File: src/rtl/hilo_md_sequencer.sv
`default_nettype none
// ============================================================================
//  Module   : hilo_md_sequencer
//  Purpose  : Sequences multi-cycle MULT/MULTU/DIV/DIVU/MADD(U)/MSUB(U) ops
//             issued from EX and owns the HI/LO register pair. Holds the
//             pipeline with stall_o while an op runs, commits in a WB cycle,
//             performs single-cycle MTHI/MTLO, and aborts on flush_i.
//  Ports    : clk, rst (async, active-high)
//             op_valid_i, op_i[3:0], rs_val_i[31:0], rt_val_i[31:0], flush_i
//             stall_o, busy_o, done_o, hi_o[31:0], lo_o[31:0]
//  Revision : 1.0 - initial release
// ============================================================================
module hilo_md_sequencer #(
    parameter int          MUL_CYCLES = 2,
    parameter logic [31:0] HILO_RST   = 32'h0
) (
    input  logic        clk,
    input  logic        rst,
    input  logic        op_valid_i,
    input  logic [3:0]  op_i,
    input  logic [31:0] rs_val_i,
    input  logic [31:0] rt_val_i,
    input  logic        flush_i,
    output logic        stall_o,
    output logic        busy_o,
    output logic        done_o,
    output logic [31:0] hi_o,
    output logic [31:0] lo_o
);

    typedef enum logic [1:0] {
        IDLE = 2'd0,
        MUL  = 2'd1,
        DIV  = 2'd2,
        WB   = 2'd3
    } state_t;

    localparam logic [4:0] MUL_CNT_INIT = 5'(MUL_CYCLES - 1);
    localparam logic [4:0] DIV_CNT_INIT = 5'd31;

    state_t      state;
    state_t      state_nxt;
    logic [4:0]  cnt;
    logic [2:0]  op_q;
    logic [31:0] rs_q;
    logic [31:0] rt_q;
    logic [31:0] quo;
    logic [31:0] rem;
    logic [31:0] dmag;
    logic        q_neg;
    logic        r_neg;
    logic [31:0] hi_q;
    logic [31:0] lo_q;

    // Issue decode (only meaningful in IDLE)
    logic        in_div;
    logic        in_signed;
    logic        accept;
    logic        mt_write;
    logic [31:0] rs_abs;
    logic [31:0] rt_abs;

    assign in_div    = (op_i[3:1] == 3'b001);
    // DIV/MULT/MADD/MSUB (even codes) are the signed variants
    assign in_signed = ~op_i[0];
    assign accept    = (state == IDLE) && op_valid_i && !flush_i && !op_i[3];
    assign mt_write  = (state == IDLE) && op_valid_i && !flush_i && (op_i[3:1] == 3'b100);
    assign rs_abs    = (in_signed && rs_val_i[31]) ? (32'd0 - rs_val_i) : rs_val_i;
    assign rt_abs    = (in_signed && rt_val_i[31]) ? (32'd0 - rt_val_i) : rt_val_i;

    // Datapath: product, one restoring-divide step, final commit values
    logic [63:0] ext_a;
    logic [63:0] ext_b;
    logic [63:0] product;
    logic [32:0] shifted;
    logic [32:0] diff;
    logic [31:0] q_fin;
    logic [31:0] r_fin;
    logic [63:0] acc;
    logic [63:0] res;

    always_comb begin
        ext_a   = op_q[0] ? {32'd0, rs_q} : {{32{rs_q[31]}}, rs_q};
        ext_b   = op_q[0] ? {32'd0, rt_q} : {{32{rt_q[31]}}, rt_q};
        // Low 64 bits of the sign/zero-extended product are exact either way
        product = ext_a * ext_b;
        shifted = {rem, quo[31]};
        diff    = shifted - {1'b0, dmag};
        q_fin   = q_neg ? (32'd0 - quo) : quo;
        r_fin   = r_neg ? (32'd0 - rem) : rem;
        acc     = {hi_q, lo_q};
        res     = acc;
        case (op_q)
            3'd0, 3'd1: res = product;
            3'd4, 3'd5: res = acc + product;
            3'd6, 3'd7: res = acc - product;
            default: begin
                if (rt_q == 32'd0) begin
                    res = {rs_q, 32'hFFFF_FFFF};
                end else begin
                    res = {r_fin, q_fin};
                end
            end
        endcase
    end

    // Next state and handshake outputs; flush always wins over stall
    always_comb begin
        state_nxt = state;
        stall_o   = 1'b0;
        done_o    = 1'b0;
        case (state)
            IDLE: begin
                if (accept) begin
                    stall_o   = 1'b1;
                    state_nxt = in_div ? DIV : MUL;
                end
            end
            MUL, DIV: begin
                if (flush_i) begin
                    state_nxt = IDLE;
                end else begin
                    stall_o = 1'b1;
                    if (cnt == 5'd0) begin
                        state_nxt = WB;
                    end
                end
            end
            WB: begin
                state_nxt = IDLE;
                done_o    = !flush_i;
            end
            default: state_nxt = IDLE;
        endcase
    end

    assign busy_o = (state != IDLE);
    assign hi_o   = hi_q;
    assign lo_o   = lo_q;

    always_ff @(posedge clk or posedge rst) begin
        if (rst) begin
            state <= IDLE;
            cnt   <= 5'd0;
            op_q  <= 3'd0;
            rs_q  <= 32'd0;
            rt_q  <= 32'd0;
            quo   <= 32'd0;
            rem   <= 32'd0;
            dmag  <= 32'd0;
            q_neg <= 1'b0;
            r_neg <= 1'b0;
            hi_q  <= HILO_RST;
            lo_q  <= HILO_RST;
        end else begin
            state <= state_nxt;
            if (accept) begin
                op_q  <= op_i[2:0];
                rs_q  <= rs_val_i;
                rt_q  <= rt_val_i;
                cnt   <= in_div ? DIV_CNT_INIT : MUL_CNT_INIT;
                quo   <= rs_abs;
                rem   <= 32'd0;
                dmag  <= rt_abs;
                q_neg <= in_div && in_signed && (rs_val_i[31] ^ rt_val_i[31]);
                r_neg <= in_div && in_signed && rs_val_i[31];
            end
            if (((state == MUL) || (state == DIV)) && !flush_i && (cnt != 5'd0)) begin
                cnt <= cnt - 5'd1;
            end
            // Restoring step on magnitudes: keep the trial difference if it
            // did not borrow, shifting the new quotient bit in from the right
            if ((state == DIV) && !flush_i) begin
                if (!diff[32]) begin
                    rem <= diff[31:0];
                    quo <= {quo[30:0], 1'b1};
                end else begin
                    rem <= shifted[31:0];
                    quo <= {quo[30:0], 1'b0};
                end
            end
            if (mt_write) begin
                if (op_i[0]) begin
                    lo_q <= rs_val_i;
                end else begin
                    hi_q <= rs_val_i;
                end
            end
            if ((state == WB) && !flush_i) begin
                hi_q <= res[63:32];
                lo_q <= res[31:0];
            end
        end
    end

endmodule
`default_nettype wire

File: config.mk
export PLATFORM = sky130hd
export DESIGN_NAME = hilo_md_sequencer
export DESIGN_NICKNAME = d
export VERILOG_FILES = /design/src/rtl/hilo_md_sequencer.sv
export SDC_FILE = /design/constraint.sdc
export NUM_CORES = 2
export LEC_CHECK = 0
export ABC_AREA = 1
export ABC_CLOCK_PERIOD_IN_PS = 13500
export CAP_MARGIN = 0
export CELL_PAD_IN_SITES_DETAIL_PLACEMENT = 1
export CELL_PAD_IN_SITES_GLOBAL_PLACEMENT = 1
export CORE_ASPECT_RATIO = 0.7
export CORE_MARGIN = 2
export CORE_UTILIZATION = 50
export CTS_CLUSTER_SIZE = 25
export DETAILED_ROUTE_END_ITERATION = 10
export GPL_ROUTABILITY_DRIVEN = 0
export PLACE_DENSITY_LB_ADDON = 0.25
export SLEW_MARGIN = 20
export SYNTH_ARGS = -nofsm -noshare
export SYNTH_HDL_FRONTEND = slang
export SYNTH_SLANG_ARGS = --single-unit
export TNS_END_PERCENT = 10
File: constraint.sdc
create_clock -name clk -period 13.5 [get_ports clk]
set_clock_uncertainty 0.1 [all_clocks]
set_input_delay 2.7 -clock clk [delete_from_list [all_inputs] [get_ports clk]]
set_output_delay 2.7 -clock clk [all_outputs]
set_load 0.1 [all_outputs]
==> impl_metrics.toml <==
[status]
status = "complete, no violations"

[drt]
via_per_inst = 5.876
drtAntennaViolNets = 0
dr.pass1.iters = 6
drc = 0
drtIter0Drc = 7664
vias = 68960
wirelength_mm = 319.1
wl_per_cell_um = 27.19

[sta]
hold_violations = 0
drv_slew = 0
setup_viol = 0
fin_crit_ps = 13180
worst_pin_slew_ps = 1325
fmax_mhz = 75.89
relSlewSlack_pct = 10.76
fin_crit_sh_pct = 97.61

[critical_path]
worstPathArrival_ps = 13530
end_kind = "flop"
critPathKind = "flop to flop"
crit_fanout = 8
cp_data_required_time_ps = 13860
slowest_delay_ps = 960
slowest_stage = "dfrtp_1"
start_kind = "flop"

[grt]
grt_max_degree = 117
grt_pass1_vias = 75630
antenna_found_initial = 16
grt_pass1_wl_mm = 481.7
track_usage_pct = 43.87
grt.overflow.total = 0

[die]
start_util_pct = 50.20
rows = 117
dieArea_sq_um = 148500
die_x_um = 459.7
core_sq_um = 144800
die_h_um = 323.0
pin_count = 139

[synth]
async_flop_share_pct = 100.0
synth_common_cells = "inv_1, nand2_1, fa_1"
netlist_instances = 9780
synth.area.top_cells = "fa_1, inv_1, nand2_1, dfrtp_1, ha_1"
yosys.area.top_type = "fa_1"
synthFlopType = "dfrtp_1"
synth_top_cell_area_share_pct = 39.53
synth_cell_types = 61
yosys_register_bits = 235
synth_edf_count = 0
synth_nets = 11690
ys_seq_area_share_pct = 8.091
syn_area_sq_um = 72680
synthMostInstantiatedCell = "inv_1"
syn_avg_cell_area_sq_um = 7.431
yosysWarnings = 0

[clocking]
clockBufferDepth = 3
cts.clk_slew.worst_paths_ps = 60
clk_latency_ps = 600
post_cts_buffers = 0
cts_sinks = 235
cts_made_buffers = 36
cts-root-buf = "clkbuf_16"
h-tree-depth = 2
tritoncts = "built"

[final_layout]
drive_above_1_share_pct = 4.815
fin_area_sq_um = 78240
syn2layout_area_growth_pct = 7.656
num-nets-final = 11710

[flow_run]
max_cap_violations = 0

[placement]
port_buffers = 138
post_dp_cell_area_sq_um = 76910
hpwl_mm = 269.5

[worst_hold_path]
holdCritPathClass = "flop to flop"
## logic make-up (layout without fill, tap and decap cells)
family / count (synthesis) / count (layout) / share of synthesized area, %
AO/OA/AOI/OAI: 996 / 996 / 7.867
XOR/XNOR: 153 / 153 / 1.875
adder cells (fa/ha/maj): 1840 / 1840 / 46.50
buffers and inverters: 3131 / 3175 / 16.19
flip-flops: 235 / 235 / 8.091
other: 0 / 7 / 0
AND/OR/NAND/NOR: 3425 / 3425 / 19.48
## worst max-delay path: cells and delay by family (launching register included)
family                     cells  cell delay (ps)
AOI/OAI and AO/OA              4              550
xor gates and xnor gates       1              290
and+or+nand+nor               23             4380
adders and majority gates     12             5470
DFF                            1              960
buffers and inverters         10             1280
## final timing paths
kind	startpoint	slack (ps)	depth (start not counted)	end
max reg2reg	rs_q[10]$_DFFE_PP0P_	320	50	hi_o[26]$_DFFE_PP0P_
min reg2reg	rt_q[18]$_DFFE_PP0P_	380	2	rt_q[18]$_DFFE_PP0P_
min	rt_q[18]$_DFFE_PP0P_	380	2	rt_q[18]$_DFFE_PP0P_
min in group asynchronous	rst	2630	2	dmag[15]$_DFFE_PP0P_
max	rs_q[10]$_DFFE_PP0P_	320	50	hi_o[26]$_DFFE_PP0P_
max in group asynchronous	rst	8130	4	hi_o[24]$_DFFE_PP0P_
## cell usage in the layout (no fill, tap or decap), types with 27 or more instances in the layout
master           netlist  layout
inv_1               2733    2729
nand2_1             2341    2341
fa_1                1435    1434
nor2_1               486     477
ha_1                 405     405
o21ai_0              383     382
a21oi_1              325     324
nand3_1              279     279
dfrtp_1              235     204
buf_4                  0     196
clkdlybuf4s50_1        0     138
xor2_1               123     122
o211ai_1              94      94
nor3_1                67      67
nand4_1               64      64
o221ai_1              57      57
clkbuf_16              0      37
a31oi_1               36      36
nand2_2               35      35
or2_2                 34      34
dfrtp_2                0      29
xnor2_1               27      27
## routing by layer
layer | track usage [%] | share of wire, % | vias up
met5 | 0 | 0.050 | -
met1 | 57.15 | 38 | 34810
li1 | - | - | 28740
met4 | 21.86 | 6.0 | 22
met3 | 16.26 | 14 | 1084
met2 | 64.23 | 42 | 4305
## final cells by class
| type | count | area, sq um |
|---|---|---|
| Clock buffer | 50 | 1055 |
| Sequential cell | 235 | 5924 |
| Multi-Input combinational cell | 6414 | 55120 |
| Clock inverter | 13 | 186.4 |
| Tap cell | 1904 | 2382 |
| Fill cell | 18330 | 66540 |
| Inverter | 2760 | 10370 |
| Antenna cell | 7 | 17.52 |
| Timing Repair Buffer | 352 | 3196 |
## flip-flops by register name (all words and copies together) (netlist names), 2 cells and up
name / cells
cnt: 5
dmag: 31
hi_o: 32
lo_o: 32
op_q: 3
quo: 32
rem: 32
rs_q: 32
rt_q: 32
state: 2
## through the flow
stage	setup slack, ps	setup TNS [ps]	hold slack [ps]	utilization, %	std cells
floorplan	2651	0	353.0	-	9780
global placement	877.0	0	356.7	53.12	11670
detailed placement	396.3	0	360.1	53.12	11670
CTS	330.6	0	380.1	53.98	11730
global route	-43.76	-69.32	413.2	54.03	11730
finish	322.4	0	378.2	54.04	11740
## repair_timing
action / CTS / global route
resized for setup: 0 / 30
hold buffers: 0 / 0
endpoints found under the setup margin: 0 / 19
Power is not shown: default switching activity piles up to over one toggle a cycle in this logic, so the estimate is an artifact.
